--- config.mk ---
export PLATFORM = sky130hd
export DESIGN_NAME = dec10_bcd_encoder
export DESIGN_NICKNAME = d
export VERILOG_FILES = /design/src/rtl/dec10_pkg.sv /design/src/rtl/line_sync.sv /design/src/rtl/dec10_bcd_encoder.sv
export SDC_FILE = /design/constraint.sdc
export NUM_CORES = 1
export LEC_CHECK = 0
export CAP_MARGIN = 20
export CORE_MARGIN = 2
export CORE_UTILIZATION = 40
export CTS_CLUSTER_DIAMETER = 30
export DETAILED_ROUTE_END_ITERATION = 7
export PLACE_DENSITY = 0.59
export SLEW_MARGIN = 20
export SYNTH_ARGS = -nofsm -noshare
export SYNTH_HDL_FRONTEND = slang
export SYNTH_SLANG_ARGS = --single-unit
--- constraint.sdc ---
create_clock -name clk_pad -period 5.84 [get_ports clk_pad]
set_clock_uncertainty 0.05 [all_clocks]
set_input_delay 0.584 -clock clk_pad [delete_from_list [all_inputs] [get_ports clk_pad]]
set_output_delay 0.584 -clock clk_pad [all_outputs]
set_load 0.005 [all_outputs]
--- src/rtl/dec10_pkg.sv ---
// rtl/dec10_pkg.sv - shared types and helpers for the decimal-line to BCD encoder
package dec10_pkg;

    localparam int NUM_LINES = 10;
    localparam int CODE_W    = 4;

    typedef enum logic [1:0] {
        IDLE,
        DEBOUNCE,
        RELEASE
    } state_t;

    typedef enum logic [1:0] {
        NONE,
        SINGLE,
        MULTI
    } line_class_t;

    // Highest set bit wins; callers only rely on this for single-hot input.
    function automatic logic [CODE_W-1:0] onehot10_to_bcd(input logic [NUM_LINES-1:0] act);
        logic [CODE_W-1:0] bcd;
        bcd = '0;
        for (int i = 0; i < NUM_LINES; i++) begin
            if (act[i]) begin
                bcd = CODE_W'(i);
            end
        end
        return bcd;
    endfunction

    function automatic line_class_t classify(input logic [NUM_LINES-1:0] act);
        int ones;
        ones = $countones(act);
        if (ones == 0) begin
            return NONE;
        end else if (ones == 1) begin
            return SINGLE;
        end else begin
            return MULTI;
        end
    endfunction

endpackage

--- src/rtl/line_sync.sv ---
// rtl/line_sync.sv - multi-flop synchronizer for the active-low pad lines
module line_sync #(
    parameter int SYNC_STAGES = 2,
    parameter int WIDTH       = 10
) (
    input  logic             clk,
    input  logic             rst,
    input  logic [WIDTH-1:0] d,
    output logic [WIDTH-1:0] q
);

    logic [SYNC_STAGES-1:0][WIDTH-1:0] stage;

    // Reset to all ones so released (high) lines read as idle.
    always_ff @(posedge clk or posedge rst) begin
        if (rst) begin
            stage <= '1;
        end else begin
            stage <= {stage[SYNC_STAGES-2:0], d};
        end
    end

    assign q = stage[SYNC_STAGES-1];

endmodule

--- src/rtl/dec10_bcd_encoder.sv ---
// rtl/dec10_bcd_encoder.sv - debounced ten-line active-low to BCD encoder with one-deep output buffer
module dec10_bcd_encoder
    import dec10_pkg::*;
#(
    parameter int DEBOUNCE_CYCLES = 4,
    parameter int SYNC_STAGES     = 2
) (
    input  logic                 clk_pad,
    input  logic                 rst_pad,
    input  logic [NUM_LINES-1:0] line_n_pad,
    input  logic                 ready_pad,
    input  logic                 clear_pad,
    output logic [CODE_W-1:0]    code_pad,
    output logic                 valid_pad,
    output logic                 err_multi_pad,
    output logic                 overflow_pad
);

    localparam logic [3:0] DEB_CNT = 4'(DEBOUNCE_CYCLES);

    logic [NUM_LINES-1:0] sync_out;
    logic [NUM_LINES-1:0] act;
    line_class_t          cls;
    logic [CODE_W-1:0]    idx;
    state_t               state;
    logic [3:0]           cnt;
    logic [CODE_W-1:0]    cand;
    logic                 accept;
    logic                 multi_evt;
    logic                 drop_evt;

    line_sync #(
        .SYNC_STAGES (SYNC_STAGES),
        .WIDTH       (NUM_LINES)
    ) u_line_sync (
        .clk (clk_pad),
        .rst (rst_pad),
        .d   (line_n_pad),
        .q   (sync_out)
    );

    always_comb begin
        act       = ~sync_out;
        cls       = classify(act);
        idx       = onehot10_to_bcd(act);
        accept    = (state == DEBOUNCE) && (cls == SINGLE) && (idx == cand) && (cnt == DEB_CNT);
        // Multi-hot only counts as an error while a fresh press could be forming.
        multi_evt = (cls == MULTI) && (state != RELEASE);
        drop_evt  = accept && valid_pad && !ready_pad;
    end

    always_ff @(posedge clk_pad or posedge rst_pad) begin
        if (rst_pad) begin
            state         <= IDLE;
            cnt           <= '0;
            cand          <= '0;
            code_pad      <= '0;
            valid_pad     <= 1'b0;
            err_multi_pad <= 1'b0;
            overflow_pad  <= 1'b0;
        end else begin
            case (state)
                IDLE: begin
                    case (cls)
                        SINGLE: begin
                            state <= DEBOUNCE;
                            cand  <= idx;
                            cnt   <= 4'd1;
                        end
                        MULTI: begin
                            state <= RELEASE;
                            cnt   <= '0;
                        end
                        default: begin
                            cnt <= '0;
                        end
                    endcase
                end
                DEBOUNCE: begin
                    case (cls)
                        SINGLE: begin
                            if (idx != cand) begin
                                cand <= idx;
                                cnt  <= 4'd1;
                            end else if (cnt == DEB_CNT) begin
                                state <= RELEASE;
                                cnt   <= '0;
                            end else begin
                                cnt <= cnt + 4'd1;
                            end
                        end
                        MULTI: begin
                            state <= RELEASE;
                            cnt   <= '0;
                        end
                        default: begin
                            state <= IDLE;
                            cnt   <= '0;
                        end
                    endcase
                end
                RELEASE: begin
                    // Any activity restarts the quiet period, so a held key fires once.
                    if (cls == NONE) begin
                        if (cnt == DEB_CNT - 4'd1) begin
                            state <= IDLE;
                            cnt   <= '0;
                        end else begin
                            cnt <= cnt + 4'd1;
                        end
                    end else begin
                        cnt <= '0;
                    end
                end
                default: begin
                    state <= IDLE;
                    cnt   <= '0;
                end
            endcase

            if (accept && (!valid_pad || ready_pad)) begin
                code_pad  <= cand;
                valid_pad <= 1'b1;
            end else if (valid_pad && ready_pad) begin
                valid_pad <= 1'b0;
            end

            err_multi_pad <= multi_evt | (err_multi_pad & ~clear_pad);
            overflow_pad  <= drop_evt  | (overflow_pad  & ~clear_pad);
        end
    end

endmodule
==> impl_metrics.csv <==
group,metric,value,unit
synthesis,syn_nets,171,
power_and_ir_drop,power.internal,0.427,mW
cts,cts_resized,0,
power_and_ir_drop,power_frac_clock,34.1,%
power_and_ir_drop,switching_share,26.5,%
status,outcome,"finished, final reports clean",
setup_path,cp-start-kind,"flip-flop",
power_and_ir_drop,combPwrFrac,17.9,%
setup_path,critPathKind,"flip-flop to flip-flop",
timing,slew-limit-headroom,60.9,%
grt,antenna_found_initial,0,
layout,drive_above_1_share,22.2,%
drt,first_pass_iters,4,
grt,grt-ovfl-total,0,
place,port_buffers,20,
power_and_ir_drop,power_density,273,mW/mm^2
floorplan,die_x,70.2,um
synthesis,synth_common_cells,"inv_1, dfstp_2, dfrtp_1",
cts,cts_made_buffers,5,
cts,hold_buffers,0,
timing,layout_min_cycle_time,4.88,ns
drt,wl_per_cell,13.2,um
power_and_ir_drop,switchingPower,0.154,mW
setup_path,end_kind,"flip-flop",
timing,fmax,205,MHz
cts,cts_root_buf,"clkbuf_8",
synthesis,yosysTopAreaCellShare,30.0,%
place,globalplace.congestion,0.860,
setup_path,crit_arrival,5.00,ns
synthesis,synth_edf_count,0,
floorplan,start_util,40.9,%
cts,cts_tree,"built",
synthesis,ys_seq_area_share,54.2,%
drt,drcViolationCount,0,
synthesis,netlist_area,0.00175,sq mm
synthesis,synth_cell_type_count,48,
synthesis,ys_seq_elements,37,
floorplan,core_area,0.00429,sq mm
cts,cts.sink_count,37,
timing,fin_crit_sh,83.6,%
synthesis,syn_area_per_cell,11.9,sq um
drt,viasPerCell,5.08,
synthesis,yosys.area.top_type,"dfstp_2",
timing,finalSetupViolations,0,
drt,num_vias,1159,
synthesis,synthTopCellsByArea,"dfstp_2, dfrtp_1, fa_1",
layout,final_nets,199,
place,place_area,0.00203,sq mm
synthesis,synthMostInstantiatedCell,"inv_1",
grt,grt_usage,14.7,%
power_and_ir_drop,ir_drop,155,uV
floorplan,num_rows,24,
cts,htreeDepth,2,
floorplan,pin_count,21,
layout,area_growth,21.5,%
power_and_ir_drop,p_leak,0.947,nW
place,dpl.hpwl,2.25,mm
flow_run,drv_cap,0,
synthesis,async_flop_share,100,%
setup_path,crit_required,5.96,ns
drt,drt-total-wl,3.02,mm
cts,cts.path.max_buffers,2,
timing,worst_slew_pin_slew,0.585,ns
grt,grt_pass1_wl,5.65,mm
timing,timing.hold.ws,0.307,ns
worst_hold_path,hold_path_class,"flip-flop to flip-flop",
synthesis,synth_ff_type,"dfstp_2",
cts,clkTransAtPathRegs,0.07,ns
layout,finalInstanceArea,0.00213,sq mm
synthesis,yosysWarnings,0,
cts,clk_latency,0.29,ns
floorplan,die_area,0.00493,sq mm
setup_path,worstPathMaxFanout,9,
power_and_ir_drop,pwr-share-seq,48.0,%
layout,final_core_util,49.7,%
cts,cts_setup_buffers,0,
timing,rsz0062_at_grt,"false",
power_and_ir_drop,finalPower,0.582,mW
drt,drtIter0Drc,64,
drt,ant_nets,0,
grt,grt_max_degree,38,
floorplan,die_h,70.2,um
grt,grt_pass1_vias,1220,
timing,setup_tns,0,ns
layout,antenna_cells,0,
timing,slew_viol_final,0,
timing,hold_viol_final,0,
synthesis,syn_inst,147,
-- cell families after synthesis --
group                      after synthesis  share of synthesized area [%]
buffers and inverters                   23                           4.92
adders and majority gates               10                           9.70
xor gates and xnor gates                 2                          0.999
AOI/OAI and AO/OA                       30                           13.7
DFF                                     37                           54.2
muxes                                    5                           3.21
and+or+nand+nor                         40                           13.3
-- flip-flops by register name (all words and copies together), names as in the netlist --
| name | cells |
|---|---|
| code_pad | 4 |
| overflow_pad | 1 |
| u_line_sync.stage | 10 |
| valid_pad | 1 |
| u_line_sync.q | 10 |
| cand | 4 |
| cnt | 4 |
| err_multi_pad | 1 |
| state | 2 |
-- through the flow --
stage / worst slack, ns / instances
after floorplan: 1.36 / 147
after global placement: 1.13 / 220
after detailed placement: 0.920 / 220
after CTS: 0.945 / 228
after global routing: 0.666 / 228
final: 0.956 / 228
-- layout by cell type (no fill, tap or decap), drive strengths merged, types with 3 or more instances in the layout --
cell type	Yosys	final
ha	4	4
mux2	5	5
dfrtp	17	17
fa	6	6
inv	23	24
nor2b	5	5
dfstp	20	20
clkdlybuf4s50	0	20
o21ai	3	3
a21oi	5	5
nor2	5	5
clkbuf	0	7
nand2	12	12
and2	3	3
-- layout make-up --
| type | instances | area (sq um) |
|---|---|---|
| Clock buffer | 7 | 96.3 |
| Clock inverter | 1 | 8.76 |
| Fill cell | 386 | 2160 |
| Inverter | 23 | 86.3 |
| Multi-Input combinational cell | 87 | 717 |
| Sequential cell | 37 | 951 |
| Tap cell | 52 | 65.1 |
| Timing Repair Buffer | 21 | 208 |
-- worst max-delay path, stage by stage, from the launching register on --
cell      delay (ns)
dfstp_2         0.56
inv_1           0.06
fa_1            0.53
inv_1           0.05
fa_1            0.48
inv_1           0.05
fa_1            0.47
ha_1            0.15
inv_1           0.05
fa_1            0.39
a2111o_1        0.39
a21boi_1        0.47
nand2_2         0.25
nor4_4          0.45
mux2_1          0.36
-- power by group through the flow --
stage	logic (mW)	registers, mW	clock network, mW
2_1_floorplan	0.0735	0.282	0
3_3_place_gp	0.0979	0.283	0
3_5_place_dp	0.105	0.284	0
4_1_cts	0.106	0.280	0.207
5_1_grt	0.121	0.281	0.220
6_report	0.104	0.279	0.198
-- path summary, 6_finish.rpt --
path / cells past startpoint / to / from / slack (ns)
setup / recovery: 14 / code_pad[0] / u_line_sync.q[5] / 0.96
hold / removal: 0 / u_line_sync.q[7] / u_line_sync.stage[7] / 0.31
setup reg to reg: 14 / code_pad[0] / u_line_sync.q[5] / 0.96
hold reg to reg: 0 / u_line_sync.q[7] / u_line_sync.stage[7] / 0.31
max in group asynchronous: 3 / u_line_sync.q[9] / rst_pad / 4.75
min in group asynchronous: 3 / state[1] / rst_pad / 0.65
-- layer usage --
| metal | share of wire [%] | global-route usage, % | up-vias |
|---|---|---|---|
| li1 | - | - | 560 |
| met1 | 45 | 19.2 | 569 |
| met2 | 49 | 23.1 | 26 |
| met3 | 5.2 | 4.47 | 4 |
| met4 | 0.96 | 5.13 | 0 |
| met5 | 0 | 0 | - |
Note: power is estimated with default switching activity, not from simulation.
